===== src/rtl/uart_tx_fifo.sv =====
// ---------------------------------------------------------------------------
// uart_tx_fifo
//   Buffered UART transmitter. Bytes pushed through wr_en/data_in are queued
//   in a small circular FIFO and sent LSB-first on tx. The default frame is
//   8N1: a start bit, eight data bits and one stop bit, each DIV = CLK_HZ/BAUD
//   clocks long. Back-to-back frames are sent with no idle gap between them.
//
//   Optional build macro: UART_TX_PARITY_EN
//     When defined, an even-parity bit (XOR of the 8 data bits) is inserted
//     between the last data bit and the stop bit. Each frame is then
//     11*DIV clocks instead of 10*DIV.
//
// Ports
//   clk         in   system clock; all logic updates on the rising edge
//   rst_n       in   synchronous active-low reset
//   data_in     in   [7:0] byte to enqueue, sampled only on an accepted write
//   wr_en       in   enqueue strobe; the write is accepted when full == 0
//   full        out  FIFO holds FIFO_DEPTH entries (registered)
//   fifo_count  out  bytes waiting, not counting the one on the line (registered)
//   busy        out  a frame is on the line (registered)
//   tx          out  serial line, registered, idles high
// ---------------------------------------------------------------------------
module uart_tx_fifo #(
  parameter int CLK_HZ     = 100000000,
  parameter int BAUD       = 9600,
  parameter int FIFO_DEPTH = 16
) (
  input  logic                              clk,
  input  logic                              rst_n,
  input  logic [7:0]                        data_in,
  input  logic                              wr_en,
  output logic                              full,
  output logic [$clog2(FIFO_DEPTH+1)-1:0]   fifo_count,
  output logic                              busy,
  output logic                              tx
);

  localparam int DIV = CLK_HZ / BAUD;
  localparam int TW  = (DIV > 1) ? $clog2(DIV) : 1;
  localparam int AW  = (FIFO_DEPTH > 1) ? $clog2(FIFO_DEPTH) : 1;
  localparam int CW  = $clog2(FIFO_DEPTH + 1);

  typedef enum logic [2:0] {
    IDLE,
    START,
    DATA,
`ifdef UART_TX_PARITY_EN
    PARITY,
`endif
    STOP
  } state_t;

  // Storage. The head entry is read combinationally so the pop and the
  // start bit can happen on the same edge; the FIFO is small enough to sit
  // in distributed RAM.
  logic [7:0] mem [0:FIFO_DEPTH-1];

  state_t          state_q,   state_d;
  logic [TW-1:0]   timer_q,   timer_d;
  logic [2:0]      bit_idx_q, bit_idx_d;
  logic [7:0]      shift_q,   shift_d;
  logic            tx_q,      tx_d;
  logic            busy_q,    busy_d;
  logic [AW-1:0]   wr_ptr_q,  wr_ptr_d;
  logic [AW-1:0]   rd_ptr_q,  rd_ptr_d;
  logic [CW-1:0]   count_q,   count_d;
  logic            full_q,    full_d;
`ifdef UART_TX_PARITY_EN
  logic            parity_q,  parity_d;
`endif

  logic            push;
  logic            pop;
  logic            bit_done;
  logic            fifo_nonempty;
  logic [7:0]      head;

  assign push          = wr_en & ~full_q;
  assign bit_done      = (timer_q == TW'(DIV - 1));
  assign fifo_nonempty = (count_q != '0);
  assign head          = mem[rd_ptr_q];

  always_comb begin
    state_d   = state_q;
    timer_d   = timer_q + TW'(1);
    bit_idx_d = bit_idx_q;
    shift_d   = shift_q;
    tx_d      = tx_q;
    rd_ptr_d  = rd_ptr_q;
    wr_ptr_d  = wr_ptr_q;
    count_d   = count_q;
    pop       = 1'b0;
`ifdef UART_TX_PARITY_EN
    parity_d  = parity_q;
`endif

    case (state_q)
      IDLE: begin
        timer_d = '0;
        tx_d    = 1'b1;
        if (fifo_nonempty) begin
          pop = 1'b1;
        end
      end

      START: begin
        if (bit_done) begin
          state_d   = DATA;
          timer_d   = '0;
          bit_idx_d = 3'd0;
          tx_d      = shift_q[0];
        end
      end

      DATA: begin
        if (bit_done) begin
          timer_d = '0;
          if (bit_idx_q == 3'd7) begin
`ifdef UART_TX_PARITY_EN
            state_d = PARITY;
            tx_d    = parity_q;
`else
            state_d = STOP;
            tx_d    = 1'b1;
`endif
          end else begin
            // Next bit is shift_q[1]; present it on the same edge we shift.
            shift_d   = {1'b0, shift_q[7:1]};
            tx_d      = shift_q[1];
            bit_idx_d = bit_idx_q + 3'd1;
          end
        end
      end

`ifdef UART_TX_PARITY_EN
      PARITY: begin
        if (bit_done) begin
          state_d = STOP;
          timer_d = '0;
          tx_d    = 1'b1;
        end
      end
`endif

      STOP: begin
        if (bit_done) begin
          timer_d = '0;
          if (fifo_nonempty) begin
            // Chain straight into the next start bit: no idle gap.
            pop = 1'b1;
          end else begin
            state_d = IDLE;
            tx_d    = 1'b1;
          end
        end
      end

      default: begin
        state_d = IDLE;
        timer_d = '0;
        tx_d    = 1'b1;
      end
    endcase

    if (pop) begin
      state_d  = START;
      tx_d     = 1'b0;
      timer_d  = '0;
      shift_d  = head;
      rd_ptr_d = rd_ptr_q + AW'(1);
`ifdef UART_TX_PARITY_EN
      parity_d = ^head;
`endif
    end

    if (push) begin
      wr_ptr_d = wr_ptr_q + AW'(1);
    end

    // A push and pop together leave the count unchanged; push is already
    // suppressed when the FIFO was full before this edge.
    case ({push, pop})
      2'b10:   count_d = count_q + CW'(1);
      2'b01:   count_d = count_q - CW'(1);
      default: count_d = count_q;
    endcase

    full_d = (count_d == CW'(FIFO_DEPTH));
    busy_d = (state_d != IDLE);
  end

  always_ff @(posedge clk) begin
    if (!rst_n) begin
      state_q   <= IDLE;
      timer_q   <= '0;
      bit_idx_q <= '0;
      shift_q   <= '0;
      tx_q      <= 1'b1;
      busy_q    <= 1'b0;
      wr_ptr_q  <= '0;
      rd_ptr_q  <= '0;
      count_q   <= '0;
      full_q    <= 1'b0;
`ifdef UART_TX_PARITY_EN
      parity_q  <= 1'b0;
`endif
    end else begin
      state_q   <= state_d;
      timer_q   <= timer_d;
      bit_idx_q <= bit_idx_d;
      shift_q   <= shift_d;
      tx_q      <= tx_d;
      busy_q    <= busy_d;
      wr_ptr_q  <= wr_ptr_d;
      rd_ptr_q  <= rd_ptr_d;
      count_q   <= count_d;
      full_q    <= full_d;
`ifdef UART_TX_PARITY_EN
      parity_q  <= parity_d;
`endif
    end
  end

  // Storage needs no reset: clearing the pointers and count empties it.
  always_ff @(posedge clk) begin
    if (rst_n && push) begin
      mem[wr_ptr_q] <= data_in;
    end
  end

  assign tx         = tx_q;
  assign busy       = busy_q;
  assign full       = full_q;
  assign fifo_count = count_q;

endmodule


===== config.mk =====
export PLATFORM = sky130hd
export DESIGN_NAME = uart_tx_fifo
export DESIGN_NICKNAME = d
export VERILOG_FILES = /design/src/rtl/uart_tx_fifo.sv
export SDC_FILE = /design/constraint.sdc
export NUM_CORES = 1
export LEC_CHECK = 0
export CAP_MARGIN = 10
export CORE_MARGIN = 5
export CORE_UTILIZATION = 55
export DETAILED_ROUTE_END_ITERATION = 10
export PLACE_DENSITY = 0.75
export SYNTH_ARGS = -nofsm -noshare
export SYNTH_HDL_FRONTEND = slang
export SYNTH_SLANG_ARGS = --single-unit
export TNS_END_PERCENT = 30

===== constraint.sdc =====
create_clock -name clk -period 2.7 [get_ports clk]
set_input_delay 0.27 -clock clk [delete_from_list [all_inputs] [get_ports clk]]
set_output_delay 0.27 -clock clk [all_outputs]
set_load 0.05 [all_outputs]

==> PnR_summary.wiki, run 1 <==
{| class="wikitable"
! Metric !! Value
|-
| Crit path max fanout || 4
|-
| Htree depth || 4
|-
| Crit Reg-Reg Startpoint || timer_q[12]
|-
| FFs w/ async S/R, synth || 0
|-
| First-pass GRT wire length || 22990 um
|-
| Number of setup violations in the final report || 0
|-
| Sum of net half-perimeters after detailed placement || 9051 um
|-
| Worst Min Path Start || bit_idx_q[2]
|-
| Critical path launch point type || register
|-
| Combined flip-flop and latch cell area || 4820 sq um
|-
| Post-Syn Area per Cell || 14.68 sq um
|-
| Post-synthesis cell count || 490
|-
| Total power draw || 6.973 mW
|-
| Critical path required time || 3.07 ns
|-
| Register clock-pin slew on the reported worst setup and hold paths || 0.07 ns
|-
| Post-synthesis cell type count || 52
|-
| Element type at the critical path end || register
|-
| Core Area || 12720 sq um
|-
| NumNets Final || 571
|-
| Portion of the post-synthesis area used by sequential elements || 0.6679
|-
| Chip Height || 124.4 um
|-
| TNS Setup || 0 ns
|-
| Number of synthesized flops with an enable pin || 128
|-
| Startpoint of the worst setup timing path || timer_q[12]
|-
| Count of input and output buffers || 18
|-
| Count of pins over their slew limit || 0
|-
| Highest clock rate || 373.5 MHz
|-
| Post-route ant nets || 0
|-
| Number of nets in the synthesized netlist || 512
|-
| Clock skew after layout || 0.01369 ns
|-
| Clock latency on the worst-skew pair || 0.43 ns
|-
| Ant diodes || 0
|-
| Die ar. || 15470 sq um
|-
| Class of the worst hold path || reg2reg
|-
| Fraction of the cycle the final worst path needs || 0.9917
|-
| Final Hold Vio Count || 0
|-
| Average routed wire per standard cell || 19.20 um
|-
| Cell area after layout || 8487 sq um
|-
| Num rows || 41
|-
| Growth of design area from synthesis to finish || 17.99%
|-
| Routed via count || 4234
|-
| Largest net degree at the start of global routing || 33
|-
| Number of global-route vias before repair || 4265
|-
| Total length of routed wires || 14090 um
|-
| Post-synthesis register bit count || 176
|-
| Pre-Repair DR Iteration Count || 5
|-
| Fraction of layout cells with a size suffix above 1 || 0.2171
|-
| Cts bufs inserted || 17
|-
| Fillers || 883
|-
| First-iteration detailed-routing DRC count || 464
|-
| Crit path time final || 2.678 ns
|-
| RD Place Congestion || 0.8395
|-
| Cell at the root of the clock tree || sky130_fd_sc_hd__clkbuf_16
|-
| Syn. warnings || 0
|-
| Clock tree buffer depth || 2
|-
| Slew at the pin with the worst max-slew slack || 0.5411 ns
|-
| Die width || 124.4 um
|-
| Mean number of vias per cell || 5.768
|-
| Power density over the cells || 821.6 nW/um^2
|-
| Clock tree from TritonCTS || done
|-
| Clk sinks || 176
|-
| Number of antenna violations at the first check in global routing || 0
|-
| Remaining DRCs || 0
|-
| Congestion Overflow GR || 0
|-
| Io pins || 19
|-
| Total Routing Usage GR || 0.1912
|-
| Unrepaired setup endpoints after global routing || yes
|-
| Instance area after placement || 7812 sq um
|-
| Total area of multi-input combinational cells || 2308 sq um
|-
| Worst slew margin relative to its limit || 0.6381
|-
| Arrival time worst endpoint || 3.05 ns
|-
| Number of max-cap violations || 0
|-
| Initial core utilization || 0.5654
|-
| Post-synth design cell area || 7193 sq um
|-
| Leakage component of the power || 2.833 nW
|-
| Peak supply drop || 0.5819 mV
|-
| Result of the run || finished, final reports clean
|-
| Top_reg_cell synth || sky130_fd_sc_hd__edfxtp_1
|-
| Setup CP Type || reg2reg
|}
## placed cells by master, fill, tap and decap left out, types with 5 or more instances in the layout
master	synthesis	layout
sky130_fd_sc_hd__dfxtp_2	0	6
sky130_fd_sc_hd__nor2_1	52	52
sky130_fd_sc_hd__nand2b_1	7	7
sky130_fd_sc_hd__mux2i_1	14	14
sky130_fd_sc_hd__nand4_1	9	9
sky130_fd_sc_hd__xor2_1	13	12
sky130_fd_sc_hd__or3_1	10	10
sky130_fd_sc_hd__o22ai_1	6	6
sky130_fd_sc_hd__clkdlybuf4s50_1	0	18
sky130_fd_sc_hd__clkbuf_16	0	17
sky130_fd_sc_hd__nand2_1	31	31
sky130_fd_sc_hd__buf_4	1	42
sky130_fd_sc_hd__o21ai_0	7	6
sky130_fd_sc_hd__nor2b_1	5	5
sky130_fd_sc_hd__ha_1	11	8
sky130_fd_sc_hd__edfxtp_1	128	128
sky130_fd_sc_hd__xnor2_1	7	7
sky130_fd_sc_hd__a21oi_1	22	22
sky130_fd_sc_hd__dfxtp_1	48	40
sky130_fd_sc_hd__nand3_1	10	10
sky130_fd_sc_hd__a22o_1	6	6
sky130_fd_sc_hd__inv_1	9	9
sky130_fd_sc_hd__mux4_2	28	28
## sequential cells by signal (all words and copies together) (netlist names), named ones only
name / flops
mem: 128
rd_ptr_q: 4
busy: 1
tx: 1
state_q: 3
full: 1
wr_ptr_q: 4
timer_q: 14
bit_idx_q: 3
fifo_count: 5
shift_q: 8
## cell usage after synthesis (6+ instances only)
| library cell | count | area (sq um) |
|---|---|---|
| sky130_fd_sc_hd__clkbuf_1 | 9 | 33.78 |
| sky130_fd_sc_hd__dfxtp_1 | 48 | 960.9 |
| sky130_fd_sc_hd__nor2_1 | 52 | 195.2 |
| sky130_fd_sc_hd__xnor2_1 | 7 | 61.31 |
| sky130_fd_sc_hd__nand4_1 | 9 | 56.30 |
| sky130_fd_sc_hd__a21oi_1 | 22 | 110.1 |
| sky130_fd_sc_hd__edfxtp_1 | 128 | 3844 |
| sky130_fd_sc_hd__a22o_1 | 6 | 52.55 |
| sky130_fd_sc_hd__nand2b_1 | 7 | 43.79 |
| sky130_fd_sc_hd__mux2i_1 | 14 | 140.1 |
| sky130_fd_sc_hd__xor2_1 | 13 | 113.9 |
| sky130_fd_sc_hd__o21ai_0 | 7 | 35.03 |
| sky130_fd_sc_hd__ha_1 | 11 | 137.6 |
| sky130_fd_sc_hd__nand2_1 | 31 | 116.4 |
| sky130_fd_sc_hd__or3_1 | 10 | 62.56 |
| sky130_fd_sc_hd__mux4_2 | 28 | 630.6 |
| sky130_fd_sc_hd__nand3_1 | 10 | 50.05 |
| sky130_fd_sc_hd__inv_1 | 9 | 33.78 |
| sky130_fd_sc_hd__o22ai_1 | 6 | 37.54 |
## worst paths after layout
path	to	slack [ns]	cells past startpoint
max	full	0.02	12
min	bit_idx_q[2]	0.46	2
max reg2reg	full	0.02	12
min reg2reg	bit_idx_q[2]	0.46	2
## power by group
group / total, mW / internal, mW / switching (mW)
logic: 1.30 / 0.584 / 0.719
registers: 3.19 / 3.04 / 0.154
clock network: 2.48 / 1.40 / 1.08
## critical path, cell delays in order (launching register included)
cell	delay (ns)
sky130_fd_sc_hd__dfxtp_1	0.35
sky130_fd_sc_hd__nor4bb_1	0.30
sky130_fd_sc_hd__nand4_1	0.19
sky130_fd_sc_hd__a211o_1	0.34
sky130_fd_sc_hd__inv_4	0.08
sky130_fd_sc_hd__ha_4	0.14
sky130_fd_sc_hd__xor2_2	0.17
sky130_fd_sc_hd__ha_2	0.21
sky130_fd_sc_hd__and3b_1	0.16
sky130_fd_sc_hd__o21ai_1	0.06
sky130_fd_sc_hd__a21oi_1	0.20
sky130_fd_sc_hd__mux2i_1	0.24
sky130_fd_sc_hd__and4_1	0.20
## repair_timing
| action | CTS | global route |
|---|---|---|
| cloned | 0 | 0 |
| resized for setup | 1 | 2 |
| setup buffers | 5 | 3 |
| hold endpoints to repair | 0 | 0 |
| pin swaps | 8 | 4 |
| endpoints found under the setup margin | 1 | 4 |
| hold buffers | 0 | 0 |
## cells by family after synthesis
family                     after synthesis  share of synthesized area
DFF                                    176                     0.6679
and+or+nand+nor                        148                     0.1061
adders and majority gates               11                    0.01913
other                                    1                  0.0005213
muxes                                   44                     0.1103
AOI/OAI and AO/OA                       59                    0.05288
xor gates and xnor gates                20                    0.02435
buffers and inverters                   31                    0.01878
## cell type report
cell class                 instances  share of cell area
tap                              172             0.02536
multi-input combinational        283              0.2720
clock buffer                      17             0.05013
clock inverter                    15             0.02108
timing repair buffer              60             0.05838
inverter                          11            0.005160
sequential                       176              0.5679
## through the flow
| stage | setup WS [ns] | instances | utilization | hold WS (ns) |
|---|---|---|---|---|
| after floorplan | 0.007782 | 490 | - | 0.3689 |
| after global placement | 0.09930 | 694 | 0.6141 | 0.4354 |
| after detailed placement | -0.008321 | 694 | 0.6141 | 0.4506 |
| after CTS | 0.0005158 | 731 | 0.6651 | 0.4622 |
| after global routing | -0.1392 | 734 | 0.6671 | 0.4933 |
| final | 0.02232 | 734 | 0.6671 | 0.4588 |
## layer usage
metal | track usage | wire length (um)
met1 | 0.2476 | 6046
met2 | 0.3228 | 7336
met3 | 0.04331 | 594
met4 | 0.05932 | 116
met5 | 0 | 0
Power figures use the tool's default switching activity.
==> run 2: changes to the inputs <==
- CORE_MARGIN: 5 -> 3
==> run 2 against run 1 <==
  * The flow now finishes with violations (setup timing)
  * Global-route usage increased by 0.78 points
  * Count of clock-buffer cells in the layout increased by 1
  * Worst setup slack got worse by 0.052 ns
==> PnR_summary.wiki, run 2 (synthesis results as in run 1) <==
{| class="wikitable"
! Metric !! Value
|-
| Result of the run || complete, but fails checks
|-
| Failing checks || setup timing
|-
| Class of the worst hold path || reg2reg
|-
| Commonest cells after routing, fill and taps aside || sky130_fd_sc_hd__edfxtp_1, sky130_fd_sc_hd__nor2_1, sky130_fd_sc_hd__dfxtp_1, sky130_fd_sc_hd__buf_4, sky130_fd_sc_hd__nand2_1
|-
| Highest clock rate || 366.4 MHz (-1.9%)
|-
| Crit path max fanout || 5 (+1)
|-
| RD Place Congestion || 0.8681 (+3.4%)
|-
| First-iteration detailed-routing DRC count || 477 (+2.8%)
|-
| Num rows || 41 (unchanged)
|-
| Final Hold Vio Count || 0 (unchanged)
|-
| Number of standard cells in the final layout excluding fillers || 726 (-1.1%)
|-
| Crit path time final || 2.730 ns (+0.05192 ns)
|-
| Fraction of the cycle the final worst path needs || 1.011 (+0.01923)
|-
| Cell area after layout || 8427 sq um (-0.71%)
|-
| TNS Setup || -0.02960 ns (-0.02960 ns)
|-
| Power density over the cells || 827.2 nW/um^2 (+0.68%)
|-
| Register clock-pin slew on the reported worst setup and hold paths || 0.07 ns (about the same)
|-
| Peak supply drop || 0.7295 mV (+25%)
|-
| Combined flip-flop and latch cell area || 4820 sq um (unchanged)
|-
| Hold buffer count at cts || 0 (unchanged)
|-
| Fillers || 873 (-1.1%)
|-
| NumNets Final || 564 (-1.2%)
|-
| Average routed wire per standard cell || 18.73 um (-2.4%)
|-
| Cell occurring most often along the worst timing path || sky130_fd_sc_hd__ha_4
|-
| Cell count after placement || 692 (-0.29%)
|-
| Setup CP Type || reg2reg
|-
| Count of pins over their slew limit || 0 (unchanged)
|-
| Count of input and output buffers || 18 (unchanged)
|-
| Clk sinks || 176 (unchanged)
|-
| Die width || 120.4 um (-3.2%)
|-
| Sum of net half-perimeters after detailed placement || 8944 um (-1.2%)
|-
| Largest net degree at the start of global routing || 33 (unchanged)
|-
| Total power draw || 6.971 mW (about the same)
|-
| Slew at the pin with the worst max-slew slack || 0.5667 ns (+0.02562 ns)
|-
| Cell at the root of the clock tree || sky130_fd_sc_hd__clkbuf_16
|-
| Largest registers || mem (128), timer_q (14), shift_q (8)
|-
| Critical path launch point type || register
|-
| Hold Slack || 0.4478 ns (-0.01107 ns)
|-
| Fraction of layout cells with a size suffix above 1 || 0.2022 (-0.01492)
|-
| Routed via count || 4237 (+0.071%)
|-
| Initial core utilization || 0.5654 (unchanged)
|-
| Chip Height || 120.4 um (-3.2%)
|-
| Congestion Overflow GR || 0 (unchanged)
|-
| Number of setup violations in the final report || 1 (+1)
|-
| Number of max-cap violations || 0 (unchanged)
|-
| Ant diodes || 0 (unchanged)
|-
| Max stage delay cell, worst path || sky130_fd_sc_hd__a211o_1
|-
| Worst Setup Slack, final || -0.02960 ns (-0.05192 ns)
|-
| Largest register FFs || 128 (unchanged)
|-
| Clock skew after layout || 0.01421 ns (+0.0005271 ns)
|-
| Element type at the critical path end || register
|-
| Remaining DRCs || 0 (unchanged)
|-
| Number of buffer and inverter stages on the critical path || 1 (unchanged)
|-
| Clock latency on the worst-skew pair || 0.43 ns (about the same)
|-
| Instance area after placement || 7797 sq um (-0.19%)
|-
| Clock tree buffer depth || 2 (unchanged)
|-
| Leakage component of the power || 2.784 nW (-1.7%)
|-
| Arrival time worst endpoint || 3.10 ns (+0.05 ns)
|-
| Growth of design area from synthesis to finish || 17.15%
|-
| Number of antenna violations at the first check in global routing || 0 (unchanged)
|-
| Final core utilization || 0.6624 (-0.004721)
|-
| Core Area || 12720 sq um (unchanged)
|-
| Mean number of vias per cell || 5.836 (+1.2%)
|-
| Total length of routed wires || 13600 um (-3.5%)
|-
| Total area of multi-input combinational cells || 2301 sq um (-0.32%)
|-
| Clock tree from TritonCTS || done
|-
| Critical path required time || 3.08 ns (about the same)
|-
| Longest individual stage delay on the worst path || 0.38 ns (+0.03 ns)
|-
| CP Cell Sequence || ha_4, and4_4, nand4_1, a211o_1, inv_4, ha_4, xor2_1, ha_2, and3b_1, o21ai_1, a21oi_1, mux2i_1, and4_1
|-
| Pre-Repair DR Iteration Count || 5 (unchanged)
|-
| Io pins || 19 (unchanged)
|-
| Cts bufs inserted || 17 (unchanged)
|-
| Biggest register || mem
|-
| First-pass GRT wire length || 21690 um (-5.6%)
|-
| Post-route ant nets || 0 (unchanged)
|-
| Most common cell after layout, fill and taps aside || sky130_fd_sc_hd__edfxtp_1
|-
| Total Routing Usage GR || 0.1990 (+0.007795)
|-
| Unrepaired setup endpoints after global routing || yes
|-
| Number of global-route vias before repair || 4156 (-2.6%)
|-
| Htree depth || 4 (unchanged)
|-
| Worst slack at placement || 0.01337 ns (+0.02169 ns)
|-
| Worst slew margin relative to its limit || 0.6210 (-0.01713)
|-
| Die ar. || 14490 sq um (-6.3%)
|-
| Top cell family by delay on the critical path || simple AND/OR/NAND/NOR gates
|}
==> run 2: layer usage <==
layer  vias to the layer above  share of wire  global-route usage
met5                         -              0                   0
met4                         0          0.019             0.07790
met3                        21          0.038             0.03835
met2                       100           0.53              0.3339
met1                      2150           0.41              0.2585
li1                       1966              -                   -
==> run 2: what timing repair did <==
item / CTS / global route
pin swaps: 1 / 6
setup endpoints to repair: 1 / 1
gates resized for setup: 0 / 2
buffers inserted: 0 / 3
==> run 2: cell type report <==
class,instances,share of cell area
Multi-Input combinational cell,283,0.2731
Clock inverter,13,0.02079
Timing Repair Buffer,53,0.05256
Sequential cell,176,0.5719
Clock buffer,18,0.05093
Tap cell,172,0.02554
Inverter,11,0.005197
==> run 2: path summary, 6_finish.rpt <==
path                            startpoint    endpoint  slack (ns)  depth (start not counted)
worst min-delay path            timer_q[0]  timer_q[0]        0.45                          1
worst max-delay path            timer_q[0]        full       -0.03                         13
worst min register to register  timer_q[0]  timer_q[0]        0.45                          1
worst max register to register  timer_q[0]        full       -0.03                         13
==> run 2: power breakdown <==
group	internal, mW	total (mW)	switching, mW
Combinational	0.570	1.27	0.702
Clock	1.47	2.51	1.04
Sequential	3.04	3.19	0.148
Total	5.08	6.97	1.89
